===== src/rtl/usb_tx_encoder_if.sv =====
// Byte handshake between the TX byte FIFO (master) and the USB line encoder (slave).
interface usb_tx_encoder_if;
   logic [7:0] tx_data;
   logic       tx_data_valid;
   logic       tx_byte_ready;

   modport master (
      output tx_data,
      output tx_data_valid,
      input  tx_byte_ready
   );

   modport slave (
      input  tx_data,
      input  tx_data_valid,
      output tx_byte_ready
   );
endinterface


===== src/rtl/usb_tx_encoder.sv =====
// USB full-speed transmit encoder: SYNC, NRZI with bit stuffing, EOP.
module usb_tx_encoder #(
   parameter int unsigned CLKS_PER_BIT = 4
) (
   input  logic            clk,
   input  logic            rst,
   usb_tx_encoder_if.slave fifo,
   output logic            dp_out,
   output logic            dm_out,
   output logic            tx_oe,
   output logic            tx_busy
);

   localparam int unsigned    TW        = (CLKS_PER_BIT > 2) ? $clog2(CLKS_PER_BIT) : 1;
   localparam logic [TW-1:0] LAST_TICK = TW'(CLKS_PER_BIT - 1);
   localparam logic [TW-1:0] ONE_TICK  = TW'(1);

   typedef enum logic [2:0] {IDLE, SYNC, DATA, EOP_SE0, EOP_J} state_t;

   state_t        state;
   logic [TW-1:0] bit_timer;
   logic [2:0]    bit_cnt;
   logic [2:0]    ones;
   logic [7:0]    shift;
   logic          level;        // NRZI level, 1 = J
   logic          byte_ready;
   logic          boundary;
   logic          stuff;
   logic          do_send;
   logic          next_bit;
   logic          next_level;

   assign boundary          = (bit_timer == LAST_TICK);
   assign stuff             = (ones == 3'd6);
   assign next_level        = next_bit ? level : ~level;
   assign fifo.tx_byte_ready = byte_ready;

   // Choose the bit to put on the line at this edge, if any.
   always_comb begin
      next_bit = 1'b0;
      do_send  = 1'b0;
      case (state)
         IDLE: do_send = fifo.tx_data_valid;
         SYNC, DATA: begin
            if (boundary) begin
               do_send = 1'b1;
               if (state == DATA && stuff) begin
                  next_bit = 1'b0;
               end else if (bit_cnt == 3'd7) begin
                  // byte boundary: a new byte only if the FIFO has one, else EOP
                  next_bit = fifo.tx_data[0];
                  do_send  = fifo.tx_data_valid;
               end else if (state == SYNC) begin
                  next_bit = (bit_cnt == 3'd6);
               end else begin
                  next_bit = shift[1];
               end
            end
         end
         default: ;
      endcase
   end

   // Packet FSM with registered line outputs.
   always_ff @(posedge clk or posedge rst) begin
      if (rst) begin
         state      <= IDLE;
         bit_timer  <= '0;
         bit_cnt    <= '0;
         ones       <= '0;
         shift      <= '0;
         level      <= 1'b1;
         byte_ready <= 1'b0;
         dp_out     <= 1'b1;
         dm_out     <= 1'b0;
         tx_oe      <= 1'b0;
         tx_busy    <= 1'b0;
      end else begin
         byte_ready <= 1'b0;
         if (state != IDLE) begin
            bit_timer <= boundary ? '0 : bit_timer + ONE_TICK;
         end
         case (state)
            IDLE: begin
               bit_timer <= '0;
               if (fifo.tx_data_valid) begin
                  state   <= SYNC;
                  bit_cnt <= '0;
                  tx_oe   <= 1'b1;
                  tx_busy <= 1'b1;
               end
            end
            SYNC, DATA: begin
               if (boundary && !(state == DATA && stuff)) begin
                  if (bit_cnt == 3'd7) begin
                     bit_cnt <= '0;
                     if (fifo.tx_data_valid) begin
                        state      <= DATA;
                        shift      <= fifo.tx_data;
                        byte_ready <= 1'b1;
                     end else begin
                        state  <= EOP_SE0;
                        dp_out <= 1'b0;
                        dm_out <= 1'b0;
                     end
                  end else begin
                     bit_cnt <= bit_cnt + 3'd1;
                     shift   <= shift >> 1;
                  end
               end
            end
            EOP_SE0: begin
               if (boundary) begin
                  if (bit_cnt == 3'd1) begin
                     state  <= EOP_J;
                     level  <= 1'b1;
                     dp_out <= 1'b1;
                     dm_out <= 1'b0;
                  end else begin
                     bit_cnt <= bit_cnt + 3'd1;
                  end
               end
            end
            EOP_J: begin
               if (boundary) begin
                  state   <= IDLE;
                  ones    <= '0;
                  tx_oe   <= 1'b0;
                  tx_busy <= 1'b0;
               end
            end
            default: state <= IDLE;
         endcase
         // Stuffed bits keep the shift register and bit count frozen.
         if (do_send) begin
            level  <= next_level;
            dp_out <= next_level;
            dm_out <= ~next_level;
            ones   <= next_bit ? ones + 3'd1 : 3'd0;
         end
      end
   end

endmodule


===== src/flat_wrapper.sv =====
// flat-port wrapper written by rule: the top's interface ports become plain ports
module usb_tx_encoder_flat 
#(
   parameter int unsigned CLKS_PER_BIT = 4
)
  (clk, rst, dp_out, dm_out, tx_oe, tx_busy, fifo_tx_data, fifo_tx_data_valid, fifo_tx_byte_ready);
  usb_tx_encoder_if fifo_i ();
  input  logic clk;
  input  logic rst;
  output logic dp_out;
  output logic dm_out;
  output logic tx_oe;
  output logic tx_busy;
  input wire logic [$bits(fifo_i.tx_data)-1:0] fifo_tx_data;
  input wire logic [$bits(fifo_i.tx_data_valid)-1:0] fifo_tx_data_valid;
  output wire logic [$bits(fifo_i.tx_byte_ready)-1:0] fifo_tx_byte_ready;
  assign fifo_i.tx_data = fifo_tx_data;
  assign fifo_i.tx_data_valid = fifo_tx_data_valid;
  assign fifo_tx_byte_ready = fifo_i.tx_byte_ready;
  usb_tx_encoder #(.CLKS_PER_BIT(CLKS_PER_BIT)) u_core (.clk(clk), .rst(rst), .fifo(fifo_i), .dp_out(dp_out), .dm_out(dm_out), .tx_oe(tx_oe), .tx_busy(tx_busy));
endmodule

===== config.mk =====
export PLATFORM = sky130hd
export DESIGN_NAME = usb_tx_encoder_flat
export DESIGN_NICKNAME = d
export VERILOG_FILES = /design/src/rtl/usb_tx_encoder_if.sv /design/src/rtl/usb_tx_encoder.sv /design/src/flat_wrapper.sv
export SDC_FILE = /design/constraint.sdc
export NUM_CORES = 1
export LEC_CHECK = 0
export ABC_CLOCK_PERIOD_IN_PS = 2200
export CAP_MARGIN = 10
export CORE_UTILIZATION = 49
export CTS_CLUSTER_DIAMETER = 60
export DETAILED_ROUTE_END_ITERATION = 12
export GPL_TIMING_DRIVEN = 0
export PLACE_DENSITY = 0.84
export SYNTH_ARGS = -nofsm -noshare
export SYNTH_HDL_FRONTEND = slang
export SYNTH_SLANG_ARGS = --single-unit

===== constraint.sdc =====
create_clock -name clk -period 2.2 [get_ports clk]
set_clock_uncertainty 0.05 [all_clocks]
set_input_delay 0.33 -clock clk [delete_from_list [all_inputs] [get_ports clk]]
set_output_delay 0.33 -clock clk [all_outputs]
set_load 0.005 [all_outputs]

======== Word level (Yosys, flattened, before mapping) ========
Index checks and enable logic that the tools add are counted.
word-level totals
  register bits ........................... 24
  input port bits ......................... 11
  output and inout bits ................... 5
  logic and storage cells ................. 110
cells by class
  add/sub/neg operators ................... 3
  equality and inequality tests ........... 22
  mux-type cells .......................... 52
  bitwise gates (word level) .............. 2
  reduce and logical (&&, ||, !) cells .... 21
operators by type and width
  cell                                                    number
  2-to-1 mux 3 bit                                        14
  2-to-1 mux 1 bit                                        27
  2-to-1 mux 8 bit                                        2
  equality test 3 bit (second input constant)             4
  inequality test 3 x 1 -> 1 bit (second input constant)  4
  case mux 3 bit (4 select lines)                         1
  AND reduction 6 bit                                     2
  nonzero test 2 bit                                      6
  inequality test 2 x 1 -> 1 bit (second input constant)  5
  case mux 3 bit (3 select lines)                         1
  AND reduction 3 bit                                     3
  nonzero test 3 bit                                      3
  case mux 1 bit (2 select lines)                         4
  adder 3 x 1 -> 3 bit (second input constant)            2
  equality test 3 x 1 -> 1 bit (second input constant)    2
  equality test 3 x 2 -> 1 bit (second input constant)    2
  2-to-1 mux 2 bit                                        3
  inequality test 2 bit (second input constant)           3
  AND reduction 5 bit                                     1
  logical NOT 3 bit                                       1
  inequality test 3 x 2 -> 1 bit (second input constant)  1
  adder 2 x 1 -> 2 bit (second input constant)            1
  equality test 2 bit (second input constant)             1
  logical AND 1 bit                                       2
  4 further kinds                                         5

======== Longest topological paths before layout ========
Gate-level depths: netlist of the first run.
  depth after elaboration ................. 9
  gate-level depth with buffers ........... 9
  mapped depth without buffers ............ 7

======== Worst setup path after synthesis of the first run ========
Ideal clock, no wire load.
  path kind ............................... reg2reg
  start point ............................. register u_core.bit_cnt[0]
  end point ............................... register u_core.level
  arrival ................................. 1.962 ns
  data required time ...................... 2.072 ns
  slack ................................... 0.110 ns
  cell stages (with the launch flop) ...... 9
  period minus slack after synthesis ...... 2.090 ns
  path through ............................ dfrtp_1 > ha_1 > ha_1 > nand2b_1 > o21ba_1 > or3_1 > buf_6 > or2_1 > a31o_1
between the ends
  cells in the longest elaborated chain, start to end .. 8
RTL lines
  what                    line                   text
  start, declared         usb_tx_encoder.sv:22   logic [2:0] bit_cnt;
  start signal, assigned  usb_tx_encoder.sv:107  bit_cnt <= bit_cnt + 3'd1;
  start signal, assigned  usb_tx_encoder.sv:120  bit_cnt <= bit_cnt + 3'd1;
  equality test 3 bit     usb_tx_encoder.sv:54   next_bit = (bit_cnt == 3'd6);
  2-to-1 mux 1 bit        usb_tx_encoder.sv:53   end else if (state == SYNC) begin
  2-to-1 mux 1 bit        usb_tx_encoder.sv:49   end else if (bit_cnt == 3'd7) begin
  2-to-1 mux 1 bit        usb_tx_encoder.sv:47   if (state == DATA && stuff) begin
  2-to-1 mux 1 bit        usb_tx_encoder.sv:45   if (boundary) begin
  2-to-1 mux 1 bit        usb_tx_encoder.sv:42   case (state)
  2-to-1 mux 1 bit        usb_tx_encoder.sv:35   assign next_level = next_bit ? level : ~level;
  2-to-1 mux 1 bit        usb_tx_encoder.sv:135  if (do_send) begin
  end signal, assigned    usb_tx_encoder.sv:136  level <= next_level;
  end, declared           usb_tx_encoder.sv:25   logic level;
Several ways; a longest one is shown, not always the timed one.
A chain may end at the register's enable or synchronous reset.

======== Worst setup path in the final report of the first run ========
Same ends and word-level chain as after synthesis.

==> results of run 1 <==
## synthesized netlist by cell type, types with 2 or more instances
cell	count	area [um2]
nor3_1	4	20.0
o22ai_1	2	12.5
clkbuf_1	2	7.51
buf_6	3	33.8
and2_1	2	12.5
dfstp_2	2	52.6
inv_1	10	37.5
mux2i_1	9	90.1
buf_2	2	10.0
o21ai_0	12	60.1
nand3b_1	2	15.0
nand2b_1	6	37.5
a21oi_1	11	55.1
nor2_1	12	45.0
nand2_1	9	33.8
nand3_1	5	25.0
ha_1	7	87.6
dfrtp_1	21	526
## metrics by stage
step / utilization [%] / power [W] / cell area (um2) / setup WS (ns)
4_1_cts: 62.8 / 0.00187 / 1610 / 0.0272
6_report: 63.4 / 0.00188 / 1630 / 0.0795
3_3_place_gp: 61.1 / 0.00158 / 1570 / -0.180
2_1_floorplan: - / 0.00141 / 1380 / 0.110
5_1_grt: 63.4 / 0.00206 / 1630 / 0.00947
3_5_place_dp: 61.1 / 0.00164 / 1570 / -0.226
## worst register-to-register path: cells and delay by family (launching register included)
| kind | cells | cell delay, ns |
|---|---|---|
| compound gates | 2 | 0.39 |
| fa+ha+maj | 2 | 0.37 |
| buf+inv | 1 | 0.15 |
| flops | 1 | 0.42 |
| simple gates | 3 | 0.69 |
## power by group through the flow
stage | clock [W] | combinational [W] | sequential, W
3_3_place_gp | 0 | 0.000900 | 0.000684
3_5_place_dp | 0 | 0.000941 | 0.000696
6_report | 0.000200 | 0.000998 | 0.000679
5_1_grt | 0.000229 | 0.00113 | 0.000696
2_1_floorplan | 0 | 0.000736 | 0.000671
4_1_cts | 0.000213 | 0.000984 | 0.000675
## registers in the layout, indices dropped and copies added, names as in the netlist
register	count
u_core.level	1
u_core.shift	7
u_core.bit_timer	2
u_core.tx_oe	1
u_core.ones	3
u_core.fifo.tx_byte_ready	1
u_core.dm_out	1
u_core.dp_out	1
u_core.state	3
u_core.bit_cnt	3
## worst min path at each step
| stage | startpoint | slack, ns | depth (start not counted) | to |
|---|---|---|---|---|
| 2_1_floorplan | rst | 0.28 | 1 | u_core.bit_cnt[0]$_DFFE_PP0P_ |
| 3_3_place_gp | u_core.bit_timer[0]$_DFF_PP0_ | 0.38 | 1 | u_core.bit_timer[0]$_DFF_PP0_ |
| 3_5_place_dp | u_core.bit_timer[0]$_DFF_PP0_ | 0.39 | 1 | u_core.bit_timer[0]$_DFF_PP0_ |
| 4_1_cts | u_core.bit_timer[0]$_DFF_PP0_ | 0.41 | 1 | u_core.bit_timer[0]$_DFF_PP0_ |
| 5_1_grt | u_core.bit_timer[0]$_DFF_PP0_ | 0.43 | 1 | u_core.bit_timer[0]$_DFF_PP0_ |
| 6_report | u_core.bit_timer[0]$_DFF_PP0_ | 0.41 | 1 | u_core.bit_timer[0]$_DFF_PP0_ |
## kinds of logic after synthesis
group / Yosys count
fa+ha+maj: 7
mux: 9
flops: 23
xor+xnor: 2
compound gates: 40
buf+inv: 18
simple gates: 46
## routing by layer
metal / track usage, % / part of all wire, % / vias up
li1: - / - / 549
met1: 27.2 / 44 / 545
met2: 40.6 / 50 / 34
met3: 2.73 / 3.8 / 5
met4: 12.5 / 2.3 / 0
met5: 0 / 0 / -
## layout by cell type, fill, tap and decap left out, types with 2 or more instances in the layout
master | Yosys | layout
o21ai_0 | 12 | 10
o22ai_1 | 2 | 2
nand2_1 | 9 | 9
mux2i_1 | 9 | 9
clkbuf_4 | 0 | 3
clkdlybuf4s50_1 | 0 | 15
nand2b_1 | 6 | 6
buf_6 | 3 | 3
nor3_1 | 4 | 4
and2_1 | 2 | 2
o21ai_1 | 0 | 2
nand3_1 | 5 | 5
buf_2 | 2 | 2
inv_1 | 10 | 10
nand3b_1 | 2 | 2
nor2_1 | 12 | 12
ha_1 | 7 | 5
dfrtp_1 | 21 | 21
buf_4 | 1 | 3
dfstp_2 | 2 | 2
clkbuf_1 | 2 | 3
a21oi_1 | 11 | 11
## what timing repair did
action | 4_1_cts | 5_1_grt
gates resized for setup | 1 | 5
setup buffers | 2 | 0
endpoints found under the setup margin | 3 | 4
## area by class of cell
| class | instances | area, um2 | area share [%] |
|---|---|---|---|
| inverters | 10 | 37.5 | 2.31 |
| multi-input cells | 104 | 723 | 44.5 |
| plain buffers | 8 | 58.8 | 3.62 |
| clock buffers | 4 | 26.3 | 1.62 |
| flip-flops and latches | 23 | 578 | 35.5 |
| well taps | 30 | 37.5 | 2.31 |
| repair buffers | 17 | 165 | 10.2 |
==> impl_metrics.xml, run 1 <==
<?xml version="1.0" encoding="UTF-8"?>
<metrics>
  <group name="outcome">
    <metric name="run_status" unit="">completed</metric>
  </group>
  <group name="placed_design">
    <metric name="port-buffer-count" unit="">15</metric>
    <metric name="dpl.cell_count" unit="">190</metric>
    <metric name="place_congestion" unit="">0.963</metric>
    <metric name="place_hpwl" unit="um">2050</metric>
  </group>
  <group name="synthesis">
    <metric name="postSynth.topFlopCell" unit="">dfrtp_1</metric>
    <metric name="adder_cell_area_share_of_the_yosys_netlist" unit="%">6.35</metric>
    <metric name="main_combinational_cell_family_by_area_after_synthesis" unit="">compound AO/OA/AOI/OAI gates</metric>
    <metric name="synthArstFlopShare" unit="%">100</metric>
    <metric name="yosys_register_bits" unit="">23</metric>
    <metric name="syn_avg_cell_area" unit="um2">9.52</metric>
    <metric name="synth.yosys.warnings" unit="">0</metric>
    <metric name="synth_compound_gate_area_share" unit="%">19.1</metric>
    <metric name="yosys.area_share.xor_xnor" unit="%">2.63</metric>
    <metric name="seq_area_frac_synth" unit="%">41.9</metric>
    <metric name="post_synth_edffs" unit="">0</metric>
    <metric name="netlist_instances" unit="">145</metric>
    <metric name="synth_simple_gate_area_share" unit="%">16.5</metric>
    <metric name="synthesis.area" unit="um2">1380</metric>
    <metric name="synth.mux.area_fraction" unit="%">6.53</metric>
    <metric name="net_count_after_synthesis" unit="">163</metric>
    <metric name="netlist-cell-type-count" unit="">42</metric>
  </group>
  <group name="setup_path">
    <metric name="reg2reg_depth" unit="">8</metric>
    <metric name="critical_path_cell_count" unit="">8</metric>
    <metric name="critical-path-top-delay-family" unit="">simple AND/OR/NAND/NOR gates</metric>
    <metric name="critPathMaxFanout" unit="">9</metric>
    <metric name="critical_path.cell_chain" unit="">ha_2, ha_4, nand2b_1, o21ba_1, or3_1, buf_6, or2_4, a31o_1</metric>
    <metric name="buffering_stage_count_on_the_worst_path_with_inverters_included" unit="">1</metric>
    <metric name="setup.worst_path.end_class" unit="">flop</metric>
    <metric name="worstSetupStartpointType" unit="">flop</metric>
    <metric name="cpPeakStageDelay" unit="ns">0.42</metric>
    <metric name="critPathKind" unit="">reg2reg</metric>
    <metric name="crit_path_start" unit="">u_core.bit_cnt[0]$_DFFE_PP0P_</metric>
    <metric name="worstReg2RegStart" unit="">u_core.bit_cnt[0]$_DFFE_PP0P_</metric>
    <metric name="slowest_stage" unit="">dfrtp_1</metric>
    <metric name="regToRegEndpoint" unit="">u_core.level$_DFFE_PP1P_</metric>
    <metric name="reg_to_reg_setup_timing_slack" unit="ns">0.08</metric>
    <metric name="worstSetupEndpoint" unit="">u_core.level$_DFFE_PP1P_</metric>
    <metric name="arrival" unit="ns">2.34</metric>
    <metric name="timing.critical_path.required" unit="ns">2.42</metric>
  </group>
  <group name="sta">
    <metric name="final_max_slew_viol_count" unit="">0</metric>
    <metric name="timing.final.crit_period" unit="ns">2.12</metric>
    <metric name="final-hold-violation-count" unit="">0</metric>
    <metric name="hold_ws" unit="ns">0.406</metric>
    <metric name="final.setup.tns" unit="ns">0</metric>
    <metric name="maxSlewHeadroom" unit="%">41.9</metric>
    <metric name="finalCritPeriodShare" unit="%">96.4</metric>
    <metric name="worst-slew-pin-transition" unit="ns">0.870</metric>
    <metric name="rsz0062_at_grt" unit="">no</metric>
    <metric name="max_frequency" unit="GHz">0.472</metric>
    <metric name="timing.final.setup_violations" unit="">0</metric>
  </group>
  <group name="power">
    <metric name="p_comb_share" unit="%">53.2</metric>
    <metric name="power.sequential.fraction" unit="%">36.1</metric>
    <metric name="clock_power_share" unit="%">10.7</metric>
    <metric name="power.density_cell_area" unit="nW/um2">1150</metric>
    <metric name="net-switching-power" unit="W">0.000739</metric>
    <metric name="internal-power" unit="W">0.00114</metric>
    <metric name="swShare" unit="%">39.4</metric>
    <metric name="leakage" unit="nW">0.672</metric>
    <metric name="peakVddDrop" unit="V">0.000678</metric>
  </group>
  <group name="cts">
    <metric name="cts.sinks" unit="">23</metric>
    <metric name="cts_buffers" unit="">3</metric>
    <metric name="clock_tree_from_tritoncts" unit="">yes</metric>
    <metric name="htree_num_levels" unit="">1</metric>
    <metric name="cts-hold-fix-buffers" unit="">0</metric>
    <metric name="clk_root_buffer_cell" unit="">clkbuf_4</metric>
    <metric name="max-clock-path-buffers" unit="">2</metric>
    <metric name="clk_pin_slew_worst_paths" unit="ns">0.12</metric>
    <metric name="clock_latency" unit="ns">0.32</metric>
  </group>
  <group name="global_route">
    <metric name="grt_start_max_net_pins" unit="">24</metric>
    <metric name="grt_first_pass_wirelength" unit="um">4900</metric>
    <metric name="grt_util_all_layers" unit="%">23.1</metric>
    <metric name="first_global_vias" unit="">1127</metric>
    <metric name="grt_antenna_before_repair" unit="">0</metric>
    <metric name="gr-total-overflow" unit="">0</metric>
  </group>
  <group name="hold_path">
    <metric name="hold_path_class" unit="">reg2reg</metric>
  </group>
  <group name="final_layout">
    <metric name="layout.cells.non_filler" unit="">196</metric>
    <metric name="final_layout_size_suffix_gt1_share" unit="%">12.0</metric>
    <metric name="layout_stage_area_growth_over_the_synthesis_result" unit="%">17.9</metric>
    <metric name="insertedDiodeCount" unit="">0</metric>
    <metric name="final_nets" unit="">185</metric>
    <metric name="fill_cells" unit="">231</metric>
  </group>
  <group name="job">
    <metric name="max_cap_violations" unit="">0</metric>
  </group>
  <group name="drt">
    <metric name="firstDrtPassIters" unit="">4</metric>
    <metric name="post_drt_via_cell_ratio" unit="">5.78</metric>
    <metric name="detail-route-antenna-nets" unit="">0</metric>
    <metric name="route.detailed.wl_per_inst" unit="um">14.2</metric>
    <metric name="dr.first_iter.drc_count" unit="">22</metric>
    <metric name="drt_drc_violations_left" unit="">0</metric>
    <metric name="drt_total_wl" unit="um">2790</metric>
    <metric name="via_total_after_detailed_routing" unit="">1133</metric>
  </group>
  <group name="die">
    <metric name="chipHeight" unit="um">55.1</metric>
    <metric name="row_count" unit="">18</metric>
    <metric name="floorplan.initialDensity" unit="%">53.8</metric>
    <metric name="num_io_pins" unit="">16</metric>
    <metric name="die_w" unit="um">55.1</metric>
    <metric name="coreArea" unit="um2">2570</metric>
    <metric name="die_area" unit="um2">3030</metric>
  </group>
</metrics>
Note: power is estimated with default switching activity, not from simulation.
==> inputs of run 2 (changes only) <==
--- a/config.mk
+++ b/config.mk
@@ -5,7 +5,7 @@
 export SDC_FILE = /design/constraint.sdc
 export NUM_CORES = 1
 export LEC_CHECK = 0
-export ABC_CLOCK_PERIOD_IN_PS = 2200
+export ABC_CLOCK_PERIOD_IN_PS = 1800
 export CAP_MARGIN = 10
 export CORE_UTILIZATION = 49
 export CTS_CLUSTER_DIAMETER = 60
==> constraint.sdc (replaced) <==
create_clock -name clk -period 1.8 [get_ports clk]
set_clock_uncertainty 0.05 [all_clocks]
set_input_delay 0.27 -clock clk [delete_from_list [all_inputs] [get_ports clk]]
set_output_delay 0.27 -clock clk [all_outputs]
set_load 0.005 [all_outputs]
==> run 2 against run 1 <==
The run now ends with setup timing left. Highest routed layer unchanged. Critical path type unchanged. Register-to-register slack got worse by 0.22 ns. Non-clock buffer count up 5. Cell count up 2.6%. Sequential power increased by 25%.
==> impl_metrics.xml, run 2 (synthesized netlist as in run 1, its figures left out) <==
<?xml version="1.0" encoding="UTF-8"?>
<metrics>
  <group name="sta">
    <metric name="final_critical_path_setup_slack" unit="ns">-0.137</metric>
    <metric name="timing.final.setup_violations" unit="">9</metric>
    <metric name="maxSlewHeadroom" unit="%">40.7</metric>
    <metric name="final_max_slew_viol_count" unit="">0</metric>
    <metric name="max_frequency" unit="GHz">0.516</metric>
    <metric name="timing.final.crit_period" unit="ns">1.94</metric>
    <metric name="finalCritPeriodShare" unit="%">108</metric>
    <metric name="rsz0062_at_grt" unit="">yes</metric>
    <metric name="worst-slew-pin-transition" unit="ns">0.888</metric>
    <metric name="final.setup.tns" unit="ns">-0.593</metric>
    <metric name="final-hold-violation-count" unit="">0</metric>
  </group>
  <group name="cts">
    <metric name="max-clock-path-buffers" unit="">2</metric>
    <metric name="clock_latency" unit="ns">0.31</metric>
    <metric name="htree_num_levels" unit="">1</metric>
    <metric name="clk_pin_slew_worst_paths" unit="ns">0.13</metric>
    <metric name="cts_buffers" unit="">3</metric>
    <metric name="clk_root_buffer_cell" unit="">clkbuf_4</metric>
    <metric name="cts-hold-fix-buffers" unit="">0</metric>
    <metric name="clock_tree_from_tritoncts" unit="">yes</metric>
    <metric name="cts.sinks" unit="">23</metric>
  </group>
  <group name="final_layout">
    <metric name="largest_register" unit="">u_core.shift</metric>
    <metric name="layout_stage_area_growth_over_the_synthesis_result" unit="%">29.4</metric>
    <metric name="final_layout_size_suffix_gt1_share" unit="%">26.9</metric>
    <metric name="final_nets" unit="">190</metric>
    <metric name="layout.cells.most_common_list" unit="">21 x dfrtp_1, 15 x clkdlybuf4s50_1, 12 x buf_4, 11 x nor2_1, 10 x a21oi_1</metric>
    <metric name="insertedDiodeCount" unit="">0</metric>
    <metric name="layout_commonest_cell" unit="">dfrtp_1</metric>
    <metric name="largest_register_ffs" unit="">7</metric>
  </group>
  <group name="power">
    <metric name="net-switching-power" unit="W">0.00102</metric>
    <metric name="leakage" unit="nW">0.726</metric>
    <metric name="swShare" unit="%">40.3</metric>
    <metric name="power.density_cell_area" unit="nW/um2">1420</metric>
    <metric name="internal-power" unit="W">0.00152</metric>
    <metric name="p_comb_share" unit="%">57.2</metric>
    <metric name="clock_power_share" unit="%">9.6</metric>
    <metric name="power.sequential.fraction" unit="%">33.3</metric>
    <metric name="peakVddDrop" unit="V">0.000915</metric>
  </group>
  <group name="drt">
    <metric name="detail-route-antenna-nets" unit="">0</metric>
    <metric name="route.detailed.wl_per_inst" unit="um">15.5</metric>
    <metric name="firstDrtPassIters" unit="">4</metric>
    <metric name="dr.first_iter.drc_count" unit="">32</metric>
    <metric name="drt_drc_violations_left" unit="">0</metric>
    <metric name="via_total_after_detailed_routing" unit="">1188</metric>
    <metric name="post_drt_via_cell_ratio" unit="">5.91</metric>
    <metric name="drt_total_wl" unit="um">3120</metric>
  </group>
  <group name="setup_path">
    <metric name="slowest_stage" unit="">dfrtp_1</metric>
    <metric name="critPathMaxFanout" unit="">7</metric>
    <metric name="reg2reg_depth" unit="">7</metric>
    <metric name="timing.critical_path.required" unit="ns">2.01</metric>
    <metric name="cpPeakStageDelay" unit="ns">0.42</metric>
    <metric name="critPathKind" unit="">reg2reg</metric>
    <metric name="setup.worst_path.end_class" unit="">flop</metric>
    <metric name="regToRegEndpoint" unit="">u_core.level$_DFFE_PP1P_</metric>
    <metric name="critical_path.cell_chain" unit="">ha_2, ha_4, nand2b_4, o21ba_4, or3_4, or2_4, a31o_1</metric>
    <metric name="critical-path-top-delay-family" unit="">simple AND/OR/NAND/NOR gates</metric>
    <metric name="reg_to_reg_setup_timing_slack" unit="ns">-0.14</metric>
    <metric name="arrival" unit="ns">2.15</metric>
    <metric name="worstSetupStartpointType" unit="">flop</metric>
    <metric name="worstReg2RegStart" unit="">u_core.bit_cnt[1]$_DFFE_PP0P_</metric>
    <metric name="buffering_stage_count_on_the_worst_path_with_inverters_included" unit="">0</metric>
  </group>
  <group name="die">
    <metric name="chipHeight" unit="um">55.1</metric>
    <metric name="row_count" unit="">18</metric>
    <metric name="die_w" unit="um">55.1</metric>
    <metric name="die_area" unit="um2">3030</metric>
    <metric name="num_io_pins" unit="">16</metric>
    <metric name="floorplan.initialDensity" unit="%">53.8</metric>
    <metric name="coreArea" unit="um2">2570</metric>
  </group>
  <group name="global_route">
    <metric name="first_global_vias" unit="">1180</metric>
    <metric name="grt_first_pass_wirelength" unit="um">5110</metric>
    <metric name="gr-total-overflow" unit="">0</metric>
    <metric name="grt_antenna_before_repair" unit="">0</metric>
    <metric name="grt_util_all_layers" unit="%">24.2</metric>
    <metric name="grt_start_max_net_pins" unit="">24</metric>
  </group>
  <group name="outcome">
    <metric name="violations_in_the_final_reports" unit="">setup timing</metric>
    <metric name="run_status" unit="">finished, violations left</metric>
  </group>
  <group name="job">
    <metric name="max_cap_violations" unit="">0</metric>
  </group>
  <group name="hold_path">
    <metric name="hold_path_class" unit="">in2async</metric>
  </group>
  <group name="placed_design">
    <metric name="port-buffer-count" unit="">15</metric>
    <metric name="place_congestion" unit="">0.905</metric>
    <metric name="pre_cts_slack" unit="ns">-0.520</metric>
    <metric name="place_hpwl" unit="um">2140</metric>
  </group>
</metrics>
==> run 2: cell types whose count changed in the layout (fill, tap and decap cells not counted), moves of 2 or more <==
cell,delta
buf_4,+9
o21ai_0,-6
o21ai_2,+4
buf_2,-2
clkbuf_1,-2
nand2b_1,-2
nand2b_4,+2
o21ai_1,+2
==> run 2: layout make-up <==
type                       instances  area (um2)
tap                               30        37.5
multi-input combinational        104         838
clock buffer                       4        26.3
inverter                          10        37.5
sequential                        23         578
timing repair buffer              25         225
fill                             201         782
buffer                             5        42.5
==> run 2: worst max path at each step <==
stage,start,slack [ns],endpoint,cells after the start
6_report,u_core.bit_cnt[1]$_DFFE_PP0P_,-0.14,u_core.level$_DFFE_PP1P_,7
5_1_grt,u_core.bit_cnt[0]$_DFFE_PP0P_,-0.18,u_core.dp_out$_DFFE_PP1P_,9
4_1_cts,u_core.bit_cnt[0]$_DFFE_PP0P_,-0.21,u_core.level$_DFFE_PP1P_,8
3_5_place_dp,fifo_tx_data_valid,-0.52,u_core.level$_DFFE_PP1P_,7
3_3_place_gp,fifo_tx_data_valid,-0.51,u_core.level$_DFFE_PP1P_,7
2_1_floorplan,u_core.bit_cnt[0]$_DFFE_PP0P_,-0.18,u_core.level$_DFFE_PP1P_,8
==> run 2: power groups by stage <==
| stage | Sequential (W) | Clock [W] | Combinational, W |
|---|---|---|---|
| 4_1_cts | 0.000838 | 0.000246 | 0.00136 |
| 2_1_floorplan | 0.000825 | 0 | 0.000911 |
| 3_5_place_dp | 0.000861 | 0 | 0.00117 |
| 5_1_grt | 0.000869 | 0.000267 | 0.00162 |
| 6_report | 0.000846 | 0.000243 | 0.00145 |
| 3_3_place_gp | 0.000839 | 0 | 0.00113 |
==> run 2: what timing repair did <==
| item | CTS | global route |
|---|---|---|
| setup endpoints to repair | 16 | 18 |
| pin swaps | 7 | 7 |
| gates resized for setup | 22 | 13 |
| buffers inserted | 8 | 2 |
==> run 2: stage by stage <==
step / cell area, um2 / instances / total power (W) / utilization, % / hold WS (ns)
global placement: 1580 / 190 / 0.00196 / 61.6 / 0.378
CTS: 1730 / 201 / 0.00245 / 67.3 / 0.410
floorplan: 1400 / 145 / 0.00174 / - / 0.220
detailed placement: 1580 / 190 / 0.00203 / 61.6 / 0.399
global route: 1790 / 201 / 0.00276 / 69.5 / 0.464
finish: 1790 / 201 / 0.00254 / 69.5 / 0.372
==> run 2: routing by layer <==
metal | wire length [um] | vias up | GRT usage [%]
met4 | 48 | 0 | 11.3
li1 | - | 561 | -
met3 | 138 | 8 | 3.28
met5 | 0 | - | 0
met1 | 1320 | 571 | 26.8
met2 | 1620 | 48 | 45.0
==> run 2: worst reg2reg max path, stage by stage (launching register included) <==
cell,delay [ns]
dfrtp_1,0.42
ha_2,0.21
ha_4,0.17
nand2b_4,0.06
o21ba_4,0.15
or3_4,0.37
or2_4,0.29
a31o_1,0.18
==> inputs of run 3 (changes only) <==
--- a/config.mk
+++ b/config.mk
@@ -12,6 +12,7 @@
 export DETAILED_ROUTE_END_ITERATION = 12
 export GPL_TIMING_DRIVEN = 0
 export PLACE_DENSITY = 0.84
+export RECOVER_POWER = 100
 export SYNTH_ARGS = -nofsm -noshare
 export SYNTH_HDL_FRONTEND = slang
 export SYNTH_SLANG_ARGS = --single-unit
==> run 3 against run 2 <==
The run still ends with setup timing left. Sequential share of layout area is the same. Total power is essentially flat. Register-to-register slack is essentially flat. Global-route usage is the same. Wire length is essentially flat. Sequential power is essentially flat. Clock-buffer cell count is the same. First-iteration DRC count is the same. Sequential cell count is the same. Via count shrank 1.2%. Clock power is essentially flat. Largest power group unchanged. Highest routed layer unchanged.
==> impl_metrics.xml, run 3 (synthesized netlist as in run 1, its figures left out) <==
<?xml version="1.0" encoding="UTF-8"?>
<metrics>
  <group name="outcome">
    <metric name="run_status" unit="">finished, violations left</metric>
    <metric name="violations_in_the_final_reports" unit="">setup timing</metric>
  </group>
  <group name="drt">
    <metric name="routed.top_layer" unit="">met4</metric>
    <metric name="dr.first_iter.drc_count" unit="">32</metric>
    <metric name="drt_total_wl" unit="um">3120</metric>
    <metric name="via_total_after_detailed_routing" unit="">1174</metric>
    <metric name="route.detailed.wl_per_inst" unit="um">15.5</metric>
    <metric name="detail-route-antenna-nets" unit="">0</metric>
    <metric name="met3_wirelength" unit="um">130</metric>
    <metric name="post_drt_via_cell_ratio" unit="">5.84</metric>
    <metric name="m1_wl" unit="um">1330</metric>
    <metric name="met2WireLength" unit="um">1620</metric>
    <metric name="firstDrtPassIters" unit="">4</metric>
    <metric name="drt_drc_violations_left" unit="">0</metric>
  </group>
  <group name="final_layout">
    <metric name="layout_stage_area_growth_over_the_synthesis_result" unit="%">29.4</metric>
    <metric name="insertedDiodeCount" unit="">0</metric>
    <metric name="largest_register" unit="">u_core.shift</metric>
    <metric name="layout.cells.most_common_list" unit="">21 x dfrtp_1, 14 x clkdlybuf4s50_1, 12 x buf_4, 11 x nor2_1, 10 x a21oi_1</metric>
    <metric name="final_nets" unit="">190</metric>
    <metric name="layout_commonest_cell" unit="">dfrtp_1</metric>
    <metric name="final_layout_size_suffix_gt1_share" unit="%">26.9</metric>
    <metric name="final_core_utilization" unit="%">69.5</metric>
    <metric name="largest_register_ffs" unit="">7</metric>
    <metric name="layout.cells.non_filler" unit="">201</metric>
  </group>
  <group name="global_route">
    <metric name="gr-total-overflow" unit="">0</metric>
    <metric name="first_global_vias" unit="">1180</metric>
    <metric name="grt_first_pass_wirelength" unit="um">5110</metric>
    <metric name="grt_start_max_net_pins" unit="">24</metric>
    <metric name="grt_antenna_before_repair" unit="">0</metric>
    <metric name="grt_util_all_layers" unit="%">24.2</metric>
  </group>
  <group name="sta">
    <metric name="final-hold-violation-count" unit="">0</metric>
    <metric name="timing.final.crit_period" unit="ns">1.94</metric>
    <metric name="final_max_slew_viol_count" unit="">0</metric>
    <metric name="timing.final.setup_violations" unit="">9</metric>
    <metric name="final_critical_path_setup_slack" unit="ns">-0.136</metric>
    <metric name="worst-slew-pin-transition" unit="ns">0.888</metric>
    <metric name="max_frequency" unit="GHz">0.516</metric>
    <metric name="rsz0062_at_grt" unit="">yes</metric>
    <metric name="finalCritPeriodShare" unit="%">108</metric>
    <metric name="maxSlewHeadroom" unit="%">40.7</metric>
    <metric name="final.setup.tns" unit="ns">-0.579</metric>
  </group>
  <group name="hold_path">
    <metric name="hold_path_depth" unit="">1</metric>
    <metric name="min_from" unit="">u_core.bit_timer[0]$_DFF_PP0_</metric>
    <metric name="hold_endpoint" unit="">u_core.bit_timer[0]$_DFF_PP0_</metric>
    <metric name="hold_path_class" unit="">reg2reg</metric>
  </group>
  <group name="power">
    <metric name="power_total" unit="W">0.00254</metric>
    <metric name="leakage" unit="nW">0.726</metric>
    <metric name="power.density_cell_area" unit="nW/um2">1420</metric>
    <metric name="peakVddDrop" unit="V">0.000914</metric>
  </group>
  <group name="setup_path">
    <metric name="regToRegEndpoint" unit="">u_core.level$_DFFE_PP1P_</metric>
    <metric name="reg2reg_depth" unit="">7</metric>
    <metric name="critPathKind" unit="">reg2reg</metric>
    <metric name="worstReg2RegStart" unit="">u_core.bit_cnt[1]$_DFFE_PP0P_</metric>
    <metric name="arrival" unit="ns">2.15</metric>
    <metric name="worstSetupStartpointType" unit="">flop</metric>
    <metric name="timing.critical_path.required" unit="ns">2.01</metric>
    <metric name="setup.worst_path.end_class" unit="">flop</metric>
    <metric name="critPathMaxFanout" unit="">7</metric>
    <metric name="reg_to_reg_setup_timing_slack" unit="ns">-0.14</metric>
  </group>
  <group name="placed_design">
    <metric name="place_congestion" unit="">0.905</metric>
    <metric name="place_hpwl" unit="um">2140</metric>
    <metric name="port-buffer-count" unit="">15</metric>
    <metric name="dpl.cell_count" unit="">190</metric>
  </group>
  <group name="cts">
    <metric name="cts.sinks" unit="">23</metric>
    <metric name="clock_latency" unit="ns">0.31</metric>
    <metric name="cts_buffers" unit="">3</metric>
    <metric name="htree_num_levels" unit="">1</metric>
    <metric name="clock_tree_from_tritoncts" unit="">yes</metric>
    <metric name="max-clock-path-buffers" unit="">2</metric>
    <metric name="clk_pin_slew_worst_paths" unit="ns">0.13</metric>
    <metric name="clk_root_buffer_cell" unit="">clkbuf_4</metric>
  </group>
  <group name="die">
    <metric name="die_area" unit="um2">3030</metric>
    <metric name="chipHeight" unit="um">55.1</metric>
    <metric name="die_w" unit="um">55.1</metric>
    <metric name="row_count" unit="">18</metric>
    <metric name="floorplan.initialDensity" unit="%">53.8</metric>
    <metric name="coreArea" unit="um2">2570</metric>
    <metric name="num_io_pins" unit="">16</metric>
  </group>
  <group name="job">
    <metric name="max_cap_violations" unit="">0</metric>
  </group>
</metrics>
-- run 3: how the worst max path moves through the flow --
stage | depth (start not counted) | slack, ns | start | endpoint
floorplan | 8 | -0.18 | u_core.bit_cnt[0]$_DFFE_PP0P_ | u_core.level$_DFFE_PP1P_
global placement | 7 | -0.51 | fifo_tx_data_valid | u_core.level$_DFFE_PP1P_
detailed placement | 7 | -0.52 | fifo_tx_data_valid | u_core.level$_DFFE_PP1P_
CTS | 8 | -0.21 | u_core.bit_cnt[0]$_DFFE_PP0P_ | u_core.level$_DFFE_PP1P_
global route | 9 | -0.18 | u_core.bit_cnt[0]$_DFFE_PP0P_ | u_core.dp_out$_DFFE_PP1P_
finish | 7 | -0.14 | u_core.bit_cnt[1]$_DFFE_PP0P_ | u_core.level$_DFFE_PP1P_
-- run 3: layout make-up --
class / count / area [um2]
Buffer: 5 / 42.5
Clock buffer: 4 / 26.3
Fill cell: 201 / 782
Inverter: 10 / 37.5
Multi-Input combinational cell: 104 / 838
Sequential cell: 23 / 578
Tap cell: 30 / 37.5
Timing Repair Buffer: 25 / 225
-- run 3: repair_timing --
item                       CTS  global route
pin swaps                    7             7
setup buffers                8             2
setup endpoints to repair   16            18
hold buffers                 0             0
gates resized for setup     22            13
-- run 3: stage by stage --
stage	worst slack (ns)	hold slack, ns	instance area [um2]
floorplan	-0.183	0.220	1400
global placement	-0.514	0.378	1580
CTS	-0.213	0.410	1730
detailed placement	-0.520	0.399	1580
global route	-0.184	0.495	1790
finish	-0.136	0.466	1790
-- run 3: where the power goes --
| part | switching, W | internal [W] | total (W) | leakage, nW |
|---|---|---|---|---|
| registers | 0.000125 | 0.000720 | 0.000846 | 0.277 |
| clock network | 0.000157 | 0.0000865 | 0.000243 | 0.0150 |
| logic | 0.000741 | 0.000711 | 0.00145 | 0.434 |
-- run 3: metal layers --
layer | GRT usage, % | up-vias
met2 | 45.0 | 37
met3 | 3.28 | 8
met4 | 11.3 | 0
met5 | 0 | -
li1 | - | 561
met1 | 26.8 | 568
-- run 3: worst max-delay path, cell delays in order, from the launching register on --
cell	delay, ns
dfrtp_1	0.42
ha_2	0.21
ha_4	0.17
nand2b_4	0.06
o21ba_4	0.15
or3_4	0.37
or2_4	0.28
a31o_1	0.18
